**src/rtl/timer_ctrl.sv**
```systemverilog
//------------------------------------------------------------------------------
// timer_ctrl
// Sequencing and control for the 64-bit timer counter: IDLE/RUN/HALT FSM,
// power-of-2 prescaler producing cnt_en, rst_cnt clear strobe, compare-match
// detection with sticky status and interrupt output.
// Optional feature macro: TIMER_DEBUG_HALT_EN (debug HALT state, halt_ack).
// Revision: 1.0 - initial release
//------------------------------------------------------------------------------
`default_nettype none

module timer_ctrl #(
  parameter int CNT_W   = 64,
  parameter int DIV_W   = 4,
  parameter int MAX_DIV = 8
) (
  input  logic             clk,
  input  logic             rst_n,
  input  logic             timer_en,
  input  logic             div_en,
  input  logic [DIV_W-1:0] div_val,
  input  logic [CNT_W-1:0] cnt,
  input  logic [CNT_W-1:0] cmp,
  input  logic             int_en,
  input  logic             int_st_clr,
  input  logic             halt_req,
  output logic             cnt_en,
  output logic             rst_cnt,
  output logic             int_st,
  output logic             tim_int,
  output logic             halt_ack
);

  localparam int PS_W = 8;

  typedef enum logic [1:0] {
    IDLE = 2'd0,
`ifdef TIMER_DEBUG_HALT_EN
    HALT = 2'd2,
`endif
    RUN  = 2'd1
  } state_t;

  state_t            state, state_nxt;
  logic [PS_W-1:0]   int_cnt, int_cnt_nxt;
  logic              div_en_q;
  logic [DIV_W-1:0]  div_val_q;
  logic              chg_q;
  logic              rst_cnt_q;
  logic              int_st_q;

  // Prescaler settings are taken from registered copies so that cnt_en has
  // no combinational path from the register-file inputs.
  logic [DIV_W-1:0]  e_q;
  logic              bypass_q;
  logic [PS_W-1:0]   mask_q;
  logic              wrap;
  logic              cfg_chg;
  logic              active;
  logic              match;

  assign e_q      = (div_val_q > DIV_W'(MAX_DIV)) ? DIV_W'(MAX_DIV) : div_val_q;
  assign bypass_q = !div_en_q || (e_q == '0);
  assign mask_q   = PS_W'(((PS_W+1)'(1) << e_q) - (PS_W+1)'(1));
  assign wrap     = (int_cnt == mask_q);
  assign cfg_chg  = (div_en != div_en_q) || (div_val != div_val_q);
  assign active   = (state != IDLE);
  assign match    = (cnt == cmp);

  // Next-state logic; disabling the timer always wins over a halt request.
  always_comb begin
    state_nxt = state;
    case (state)
      IDLE: if (timer_en) state_nxt = RUN;
      RUN: begin
        if (!timer_en) state_nxt = IDLE;
`ifdef TIMER_DEBUG_HALT_EN
        else if (halt_req) state_nxt = HALT;
`endif
      end
`ifdef TIMER_DEBUG_HALT_EN
      HALT: begin
        if (!timer_en)     state_nxt = IDLE;
        else if (!halt_req) state_nxt = RUN;
      end
`endif
      default: state_nxt = IDLE;
    endcase
  end

  // Prescaler count: cleared on disable or settings change, wraps on terminal
  // count; the edge that enters HALT does not advance it, so HALT resumes
  // from the value seen in the last RUN cycle. A change while halted also
  // clears it so a stale count never exceeds the new period.
  always_comb begin
    int_cnt_nxt = int_cnt;
    if (state_nxt == IDLE) begin
      int_cnt_nxt = '0;
    end else if (active && cfg_chg) begin
      int_cnt_nxt = '0;
    end else if ((state == RUN) && !bypass_q) begin
      if (wrap)                    int_cnt_nxt = '0;
      else if (state_nxt == RUN)   int_cnt_nxt = int_cnt + PS_W'(1);
    end
  end

  // State, prescaler and status registers.
  always_ff @(posedge clk or negedge rst_n) begin
    if (!rst_n) begin
      state     <= IDLE;
      int_cnt   <= '0;
      div_en_q  <= 1'b0;
      div_val_q <= '0;
      chg_q     <= 1'b0;
      rst_cnt_q <= 1'b0;
      int_st_q  <= 1'b0;
    end else begin
      state     <= state_nxt;
      int_cnt   <= int_cnt_nxt;
      div_en_q  <= div_en;
      div_val_q <= div_val;
      chg_q     <= (state == RUN) && cfg_chg;
      rst_cnt_q <= active && !timer_en;
      int_st_q  <= match | (int_st_q & ~int_st_clr);
    end
  end

  assign cnt_en  = (state == RUN) && !chg_q && (bypass_q || wrap);
  assign rst_cnt = rst_cnt_q;
  assign int_st  = int_st_q;
  assign tim_int = int_st_q & int_en;

`ifdef TIMER_DEBUG_HALT_EN
  assign halt_ack = (state == HALT);
`else
  logic unused_halt_req;
  assign unused_halt_req = halt_req;
  assign halt_ack = 1'b0;
`endif

endmodule

`default_nettype wire

```
**config.mk**
```make
export PLATFORM = sky130hd
export DESIGN_NAME = timer_ctrl
export DESIGN_NICKNAME = d
export VERILOG_FILES = /design/src/rtl/timer_ctrl.sv
export SDC_FILE = /design/constraint.sdc
export NUM_CORES = 1
export LEC_CHECK = 0
export ABC_CLOCK_PERIOD_IN_PS = 5000
export BUFFER_PORTS_ARGS = -buffer_cell sky130_fd_sc_hd__buf_2
export CAP_MARGIN = 20
export CORE_MARGIN = 10
export CORE_UTILIZATION = 43
export DETAILED_ROUTE_END_ITERATION = 10
export GPL_TIMING_DRIVEN = 1
export PLACE_DENSITY = 0.85
export SETUP_SLACK_MARGIN = 0.2
export SLEW_MARGIN = 20
export SYNTH_ARGS = -nofsm -noshare
export SYNTH_HDL_FRONTEND = slang
export SYNTH_SLANG_ARGS = --single-unit
```
**constraint.sdc**
```tcl
create_clock -name clk -period 5 [get_ports clk]
set_input_delay 0.75 -clock clk [delete_from_list [all_inputs] [get_ports clk]]
set_output_delay 0.75 -clock clk [all_outputs]
set_load 0.005 [all_outputs]
```
==> flow_metrics.env <==
export IMPL_status="completed"
export IMPL_n_fill_cell=335
export IMPL_crit_start="div_val_q[1]$_DFF_PN0_"
export IMPL_dpl_cell_count=386
export IMPL_post_cts_resized=0
export IMPL_fin_util=0.638
export IMPL_synth_area_per_cell_sq_um=8.83
export IMPL_die_area_sq_um=7130
export IMPL_min_period_ns=4.03
export IMPL_rsz0062_at_grt="false"
export IMPL_crit_path_start_kind="register"
export IMPL_power_total_mw=0.401
export IMPL_critPathCapture="cnt_en"
export IMPL_cts_max_level=1
export IMPL_setup_viol=0
export IMPL_ioPinCount=144
export IMPL_reg2reg_depth=8
export IMPL_synth_edf_count=0
export IMPL_num_rows=23
export IMPL_cts_buffers=3
export IMPL_insertion_delay_ns=0.26
export IMPL_finalNonFillerCells=392
export IMPL_finalHoldViolCount=0
export IMPL_endpoint_kind="output pin"
export IMPL_grt_pass1_vias=2346
export IMPL_vias=2021
export IMPL_required_ns=4.25
export IMPL_hold_buffers=0
export IMPL_grt_most_used_layer="met2"
export IMPL_clock_path_buffers=2
export IMPL_wirelength_um=7000
export IMPL_initial_core_util=0.446
export IMPL_leakagePower_nw=1.15
export IMPL_tns_ns=0
export IMPL_r2r_end="int_cnt[2]$_DFFE_PN0P_"
export IMPL_drcViolationCount=0
export IMPL_dr_pass1_iters=4
export IMPL_clock_sinks=18
export IMPL_use_met1=0.165
export IMPL_fin_crit_sh=0.807
export IMPL_antenna_left=0
export IMPL_met2_usage=0.349
export IMPL_tritoncts="done"
export IMPL_fin_skew_ns=0.00361
export IMPL_grt_max_degree=19
export IMPL_critical_path_class="register to output pin"
export IMPL_via_per_inst=5.16
export IMPL_hold_ws_ns=0.414
export IMPL_ys_ff_latch=18
export IMPL_grt_antenna_before_repair=3
export IMPL_synth_area_sq_um=1780
export IMPL_clock_fmax_ghz=0.248
export IMPL_multiInputGateArea_sq_um=1270
export IMPL_die_y_um=84.4
export IMPL_grt_use_total=0.188
export IMPL_layout_drive_gt1_share=0.445
export IMPL_yosysWarnings=0
export IMPL_r2r_slack_ns=1.97
export IMPL_dpl_hpwl_um=6310
export IMPL_regArea_sq_um=450
export IMPL_routabilityCongestion=0.785
export IMPL_syn_inst=202
export IMPL_vdd_drop_max_v=0.0000758
export IMPL_worstPathArrival_ns=3.28
export IMPL_wl_per_cell_um=17.9
export IMPL_hold_class="input port to asynchronous set/reset pin"
export IMPL_synth_ff_type="dfrtp_1"
export IMPL_yosys_cell_types_count=43
export IMPL_async_flop_share=1.00
export IMPL_drv_cap=0
export IMPL_slew_viol_final=0
export IMPL_met3_usage=0.0850
export IMPL_fin_nets=482
export IMPL_crit_fanout=11
export IMPL_seq_area_frac_synth=0.252
export IMPL_post_cts_buffers=0
export IMPL_core_sq_um=4000
export IMPL_power_density_nw_per_um2=157
export IMPL_max_slew_margin=0.473
export IMPL_grt_pass1_wl_um=11000
export IMPL_timing_rr_start="div_val_q[1]$_DFF_PN0_"
export IMPL_tightest_slew_ns=0.787
export IMPL_root_buffer="clkbuf_8"
export IMPL_die_x_um=84.4
export IMPL_clk_pin_slew_worst_paths_ns=0.07
export IMPL_port_buffers=141
export IMPL_drtIter0Drc=100
export IMPL_overflow=0
export IMPL_syn_to_final_growth_pct=43.1
[layout make-up]
cell class,count,area share
timing repair buffer,141,0.276
antenna,3,0.00294
multi-input combinational,174,0.499
tap,50,0.0245
clock buffer,3,0.0162
inverter,3,0.00441
sequential,18,0.176
[how the worst min path moves through the flow]
stage	endpoint	slack, ns	cells after the start
finish	int_cnt[7]$_DFFE_PN0P_	0.41	1
global route	int_cnt[7]$_DFFE_PN0P_	0.45	1
floorplan	state[0]$_DFF_PN0_	0.44	1
global placement	state[0]$_DFF_PN0_	0.47	1
CTS	int_cnt[7]$_DFFE_PN0P_	0.43	1
detailed placement	state[0]$_DFF_PN0_	0.48	1
[cells by family (layout without fill, tap and decap cells)]
| family | Yosys count | after routing | share of synthesized area |
|---|---|---|---|
| XOR/XNOR | 74 | 74 | 0.363 |
| AND/OR/NAND/NOR | 69 | 69 | 0.225 |
| AO/OA/AOI/OAI | 25 | 25 | 0.0968 |
| flip-flops | 18 | 18 | 0.252 |
| buffers and inverters | 11 | 147 | 0.0351 |
| adder cells (fa/ha/maj) | 2 | 2 | 0.0140 |
| multiplexers | 2 | 2 | 0.0112 |
| other | 1 | 5 | 0.00210 |
[cell usage in the layout, fill, tap and decap left out, types with 2 or more instances in the layout]
cell	instances
a211oi_1	2
a21o_1	2
a21oi_1	3
a31oi_1	4
and2_1	3
and2_4	2
buf_2	141
clkbuf_8	3
conb_1	2
dfrtp_1	18
diode_2	3
ha_1	2
inv_1	3
mux2i_1	2
nand2_1	9
nand3_1	11
nand4_1	18
nor2_1	9
nor4_1	7
o211ai_1	2
o21ai_0	4
xnor2_1	70
xor2_1	4
[report_power, final]
part	total, mW	internal [mW]	switching [mW]	leakage (nW)
clock	0.106	0.0538	0.0525	0.0216
sequential	0.156	0.149	0.00688	0.235
combinational	0.138	0.0838	0.0545	0.895
total	0.401	0.287	0.114	1.15
[cells in the mapped netlist, types with 4 or more instances]
cell type / n / area (sq um)
xor2_1: 4 / 35.0
nor4_1: 7 / 43.8
nor2_1: 9 / 33.8
nand4_1: 18 / 113
o21ai_0: 4 / 20.0
nand2_1: 9 / 33.8
nand3_1: 11 / 55.1
dfrtp_1: 18 / 450
xnor2_1: 70 / 613
a31oi_1: 4 / 25.0
[state kept, by name, indices dropped and copies added, names as in the netlist]
name,cells
state,2
chg_q,1
div_en_q,1
int_cnt,8
rst_cnt,1
div_val_q,4
int_st,1
[critical path, cell delays in order (launching register included)]
cell and delay (ns):
dfrtp_1 0.51, or4b_2 0.72, ha_1 0.27, or3_2 0.45, a21o_1 0.17, o211ai_1 0.08
o211ai_1 0.35, a211oi_1 0.32, buf_2 0.15
[per-layer routing]
metal,share of wire,wire (um)
met5,0,0
met4,0.039,272
met3,0.10,706
met2,0.54,3800
met1,0.32,2220
[metrics by stage]
| step | area [sq um] | worst slack (ns) |
|---|---|---|
| after floorplan | 1790 | 1.60 |
| after global placement | 2500 | 1.35 |
| after detailed placement | 2500 | 1.28 |
| after CTS | 2550 | 0.975 |
| after global routing | 2550 | 0.858 |
| final | 2550 | 0.965 |
(Power assumes the default switching activity.)
